File: config.mk
export PLATFORM = sky130hd
export DESIGN_NAME = calc_display_fmt
export DESIGN_NICKNAME = d
export VERILOG_FILES = /design/src/rtl/calc_display_fmt.sv
export SDC_FILE = /design/constraint.sdc
export NUM_CORES = 1
export LEC_CHECK = 0
export ABC_AREA = 0
export CORE_AREA = 2 2 221 114
export CTS_CLUSTER_DIAMETER = 40
export DETAILED_ROUTE_END_ITERATION = 8
export DIE_AREA = 0 0 223 116
export GPL_TIMING_DRIVEN = 0
export PLACE_DENSITY_LB_ADDON = 0.3
export RECOVER_POWER = 50
export SLEW_MARGIN = 5
export SYNTH_ARGS = -nofsm -noshare
export SYNTH_HDL_FRONTEND = slang
export SYNTH_SLANG_ARGS = --single-unit
File: constraint.sdc
create_clock -name clk -period 2.47 [get_ports clk]
set_input_delay 0.741 -clock clk [delete_from_list [all_inputs] [get_ports clk]]
set_output_delay 0.741 -clock clk [all_outputs]
set_load 0.01 [all_outputs]
File: src/rtl/calc_display_fmt.sv
// Formats a 27-bit unsigned result into eight 4-bit digit codes (decimal via
// iterative double-dabble, or hex), with leading-zero blanking and dot enables.
module calc_display_fmt #(
    parameter bit LZ_BLANK = 1'b1
) (
    input  logic        clk,
    input  logic        rst_n,
    input  logic        load,
    input  logic [26:0] value,
    input  logic        hex_mode,
    input  logic [3:0]  dot_pos,
    output logic        busy,
    output logic        done,
    output logic        overflow,
    output logic [3:0]  seg_data_1,
    output logic [3:0]  seg_data_2,
    output logic [3:0]  seg_data_3,
    output logic [3:0]  seg_data_4,
    output logic [3:0]  seg_data_5,
    output logic [3:0]  seg_data_6,
    output logic [3:0]  seg_data_7,
    output logic [3:0]  seg_data_8,
    output logic [7:0]  seg_data_en,
    output logic [7:0]  seg_dot_en
);

    typedef enum logic [1:0] {IDLE, CONV, FMT} state_t;

    localparam logic [26:0] DEC_MAX = 27'd99_999_999;

    state_t      state, state_nxt;
    logic [26:0] bin_sr;
    logic [31:0] bcd;
    logic        hex_r;
    logic [3:0]  dot_r;
    logic        ovf_r;
    logic [4:0]  cnt;
    logic        accept;
    logic [3:0]  dig_q   [8];
    logic [3:0]  dig_nxt [8];
    logic [7:0]  en_nxt;
    logic [7:0]  dot_nxt;
    logic        nz_any;
    logic        dot_valid;

    function automatic logic [31:0] dabble_adj(input logic [31:0] b);
        logic [31:0] r;
        r = b;
        for (int i = 0; i < 8; i++) begin
            if (b[4*i +: 4] >= 4'd5) r[4*i +: 4] = b[4*i +: 4] + 4'd3;
        end
        return r;
    endfunction

    assign accept = (state == IDLE) && load;

    always_comb begin
        state_nxt = state;
        case (state)
            IDLE: if (load) state_nxt = (!hex_mode && value <= DEC_MAX) ? CONV : FMT;
            CONV: if (cnt == 5'd26) state_nxt = FMT;
            FMT:  state_nxt = IDLE;
            default: state_nxt = IDLE;
        endcase
    end

    // Formatting of the latched result; consumed only on the FMT edge.
    always_comb begin
        nz_any    = 1'b0;
        dot_valid = (dot_r >= 4'd1) && (dot_r <= 4'd8);
        en_nxt    = 8'h00;
        dot_nxt   = 8'h00;
        for (int k = 0; k < 8; k++) begin
            dig_nxt[k] = hex_r ? ({1'b0, bin_sr} >> (4 * k)) & 28'hF : bcd[4*k +: 4];
            dot_nxt[k] = (dot_r == 4'(k + 1));
        end
        // Scan from the most significant digit so any nonzero digit lights all below it.
        for (int k = 7; k >= 0; k--) begin
            nz_any    = nz_any | (|dig_nxt[k]);
            en_nxt[k] = (k == 0) || nz_any || (dot_valid && dot_r >= 4'(k + 1));
        end
        if (!LZ_BLANK) en_nxt = 8'hFF;
        if (ovf_r) begin
            for (int k = 0; k < 8; k++) dig_nxt[k] = 4'hE;
            en_nxt  = 8'hFF;
            dot_nxt = 8'h00;
        end
    end

    always_ff @(posedge clk) begin
        if (accept) begin
            bin_sr <= value;
            bcd    <= 32'd0;
            hex_r  <= hex_mode;
            dot_r  <= dot_pos;
            ovf_r  <= !hex_mode && (value > DEC_MAX);
        end else if (state == CONV) begin
            {bcd, bin_sr} <= {dabble_adj(bcd), bin_sr} << 1;
        end
    end

    always_ff @(posedge clk or negedge rst_n) begin
        if (!rst_n) begin
            state       <= IDLE;
            cnt         <= 5'd0;
            busy        <= 1'b0;
            done        <= 1'b0;
            overflow    <= 1'b0;
            seg_data_en <= 8'h00;
            seg_dot_en  <= 8'h00;
            for (int k = 0; k < 8; k++) dig_q[k] <= 4'h0;
        end else begin
            state <= state_nxt;
            done  <= (state == FMT);
            if (accept) begin
                cnt  <= 5'd0;
                busy <= 1'b1;
            end else if (state == CONV) begin
                cnt <= cnt + 5'd1;
            end
            if (state == FMT) begin
                busy        <= 1'b0;
                overflow    <= ovf_r;
                seg_data_en <= en_nxt;
                seg_dot_en  <= dot_nxt;
                for (int k = 0; k < 8; k++) dig_q[k] <= dig_nxt[k];
            end
        end
    end

    assign seg_data_1 = dig_q[0];
    assign seg_data_2 = dig_q[1];
    assign seg_data_3 = dig_q[2];
    assign seg_data_4 = dig_q[3];
    assign seg_data_5 = dig_q[4];
    assign seg_data_6 = dig_q[5];
    assign seg_data_7 = dig_q[6];
    assign seg_data_8 = dig_q[7];

endmodule

==> out/metrics.csv <==
stage,metric,value,unit
status,status,finished with violations,
status,failing checks,"max-capacitance violations, max-slew violations",
place,RD Place Congestion,0.8307,
logic_synthesis,top cell type's share of synthesized area,0.2463,
power_and_ir_drop,Leak Pwr,3.061,nW
sta,worst setup margin,0.1652,ns
logic_synthesis,count of flip-flops with a built-in enable after synthesis,33,
setup_path,max incr delay on CP,0.57,ns
place,# port buffers,85,
setup_path,crit path max fanout,27,
final_layout,Layout Cells excl Fill,1044,
sta,setup violators final,0,
cts,Max Root-Sink Buffers,2,
power_and_ir_drop,Final Total Pwr,0.009818,W
cts,CTS Sinks,123,
final_layout,area of the multi-input gates,0.002539,sq mm
cts,latest clock arrival within the worst-skew pair,0.42,ns
floorplanning,Core ar.,0.02377,sq mm
grt,largest net degree at the start of global routing,59,
setup_path,crit path kind,in -> reg,
floorplanning,Starting Density,0.2478,
floorplanning,FP Rows,40,
cts,Root Driver,clkbuf_16,
hold_path,Hold Crit Class,reg -> reg,
logic_synthesis,synth warn,0,
logic_synthesis,Post-synth ARST share,0.4715,
flow_run,Max-Cap Viols,1,
floorplanning,Die Width,223,um
setup_path,reg2reg end,seg_data_4[2],
setup_path,worst-path cell chain,"clkdlybuf4s50_1, nand3b_1, buf_4, inv_1, nor2_4, clkinvlp_4",
sta,skew final,0.006603,ns
hold_path,Hold Path Stages,1,
final_layout,Nets,769,
hold_path,HP Start,seg_data_en[0],
setup_path,critical path required time,2.42,ns
sta,WHS,0.4743,ns
final_layout,Layout fillers,2470,
sta,max_slew headroom,-0.04182,
sta,Fin. Hold Viols,0,
power_and_ir_drop,pwr/cell area,1270,mW/mm^2
hold_path,Hold Path End,seg_data_en[0],
power_and_ir_drop,VDD IR max,519.0,uV
final_layout,n_diodes,0,
setup_path,CP Launch Type,input port,
sta,period utilization,0.9331,
sta,RSZ-0062 raised after global routing,false,
place,pre-CTS setup slack,-0.4977,ns
setup_path,Worst setup EP type,flop,
place,Placed Instances,1012,
setup_path,worst reg2reg setup slack,0.20,ns
grt,first-pass GRT wire length,28100,um
final_layout,Reg area,0.003083,sq mm
logic_synthesis,post-synthesis cell count,612,
floorplanning,die area,0.02587,sq mm
drt,TritonRoute pass-1 iters,5,
cts,total CTS buffers,17,
setup_path,r2r startpoint,ovf_r,
setup_path,Reg2Reg Depth,4,
setup_path,CP Data Arrival Time,2.26,ns
cts,CTS Hold Buffers Added,0,
drt,Vias/cell,4.660,
sta,fin. max-slew vios,59,
grt,global route overflow,0,
drt,WL/cell,17.36,um
logic_synthesis,Syn Nets,665,
drt,Routed WL,18130,um
cts,CTS HTree Levels,4,
drt,Routed Antenna Nets,0,
drt,detailed-route via count,4865,
logic_synthesis,dominant cell type by area after synthesis,dfrtp_1,
sta,min Tclk post-route,2.305,ns
cts,TritonCTS clock tree,built,
floorplanning,I/O pins,86,
logic_synthesis,predominant post-synthesis flop cell,dfrtp_1,
sta,Max Clock Freq,0.4339,GHz
grt,vias in the first global route,4932,
logic_synthesis,sequential area share after synthesis,0.5233,
setup_path,Worst path top cell family by delay,buffers and inverters,
cts,Worst-path clk slew,0.06,ns
grt,antenna violations before repair,0,
logic_synthesis,synthesized cell area,0.005892,sq mm
setup_path,"Max stage delay cell, worst path",clkinvlp_4,
place,Detailed Place HPWL,13120,um
floorplanning,Die Ht,116,um
logic_synthesis,Yosys cell types,48,
logic_synthesis,Area contributors post-synth,"dfrtp_1 25%, edfxtp_1 17%, dfxtp_1 11%",
setup_path,CP bufs+invs,4,
final_layout,ratio of cells with drive above 1 in the final layout,0.08642,
sta,Worst Tran Pin Value,1.563,ns
grt,total track usage,0.1456,
final_layout,Area Overhead vs Synth,31.20,%
logic_synthesis,post-synthesis register bit count,123,
drt,DRC Markers,0,
drt,1st-iter DRT viols,365,
logic_synthesis,Synth Area per Inst,9.627,sq um
## metrics by stage
stage / TNS (ns) / utilization / cell area [sq um]
after floorplan: 0 / - / 5892
after global placement: -91.41 / 0.3002 / 7137
after detailed placement: -14.80 / 0.3001 / 7134
after CTS: 0 / 0.3265 / 7761
after global routing: 0 / 0.3252 / 7730
final: 0 / 0.3252 / 7730
## Yosys cell counts, drive strengths merged, types with 10 or more instances
cell type  instances
nand2            111
dfrtp             58
a21oi             57
nor2              49
o21ai             48
edfxtp            33
dfxtp             32
nand3             32
mux2i             27
buf               22
inv               21
ha                18
nand2b            11
nor4              11
clkbuf            10
## power by group
part	total, W	internal, W	switching, W
clock network	0.00261	0.00164	0.000974
registers	0.00370	0.00301	0.000691
logic	0.00351	0.00147	0.00204
## area by class of cell
cell class / count / area share
Tap cell: 315 / 0.05099
Timing Repair Buffer: 85 / 0.1094
Inverter: 22 / 0.01117
Clock inverter: 12 / 0.01732
Sequential cell: 123 / 0.3988
Multi-Input combinational cell: 435 / 0.3284
Clock buffer: 20 / 0.06329
Buffer: 32 / 0.02056
## routing by layer
metal,track usage,wire [um],up-vias
met3,0.03981,1070,14
met4,0.04295,235,0
met5,0,0,-
li1,-,-,2349
met1,0.2041,9100,2400
met2,0.2198,7719,102
## logic make-up (layout without fill, tap and decap cells)
logic type / after synthesis / in the layout / synth area share
DFF: 123 / 123 / 0.5233
buffers and inverters: 54 / 171 / 0.04438
muxes: 35 / 35 / 0.06116
xor gates and xnor gates: 15 / 15 / 0.02230
AOI/OAI and AO/OA: 130 / 130 / 0.1285
adders and majority gates: 18 / 18 / 0.03823
and+or+nand+nor: 237 / 237 / 0.1822
## registers in the layout, summed over array words and instances (netlist names), 5 cells and up
register	flops
seg_dot_en	8
bin_sr	27
seg_data_en	8
cnt	5
bcd	32
## layout by cell type (no fill, tap or decap), drive strengths merged, types with 3 or more instances in the layout
cell type and count:
a21oi 57, a22o 6, buf 12, clkbuf 40
clkdlybuf4s50 79, clkinv 4, clkinvlp 6, dfrtp 58
dfxtp 32, dlygate4sd3 5, edfxtp 33, ha 18
inv 22, mux2 8, mux2i 27, nand2 111
nand2b 11, nand3 32, nand4 5, nor2 49
nor2b 3, nor3 4, nor3b 3, nor4 11
o21ai 48, o32ai 7, xnor2 8, xor2 7
## worst max path at each step
stage,startpoint,endpoint,slack (ns),depth (start not counted)
global route,load,bin_sr[21],0.006,6
detailed placement,load,bin_sr[13],-0.50,6
global placement,rst_n,seg_data_en[0],-1.37,1
floorplan,load,bin_sr[0],0.46,5
finish,load,bin_sr[22],0.17,6
CTS,load,bin_sr[21],0.02,6
## what timing repair did
action,in CTS,in global routing
setup endpoints to repair,27,27
gates resized for setup,1,2
setup buffers,0,0
Power figures use the tool's default switching activity.
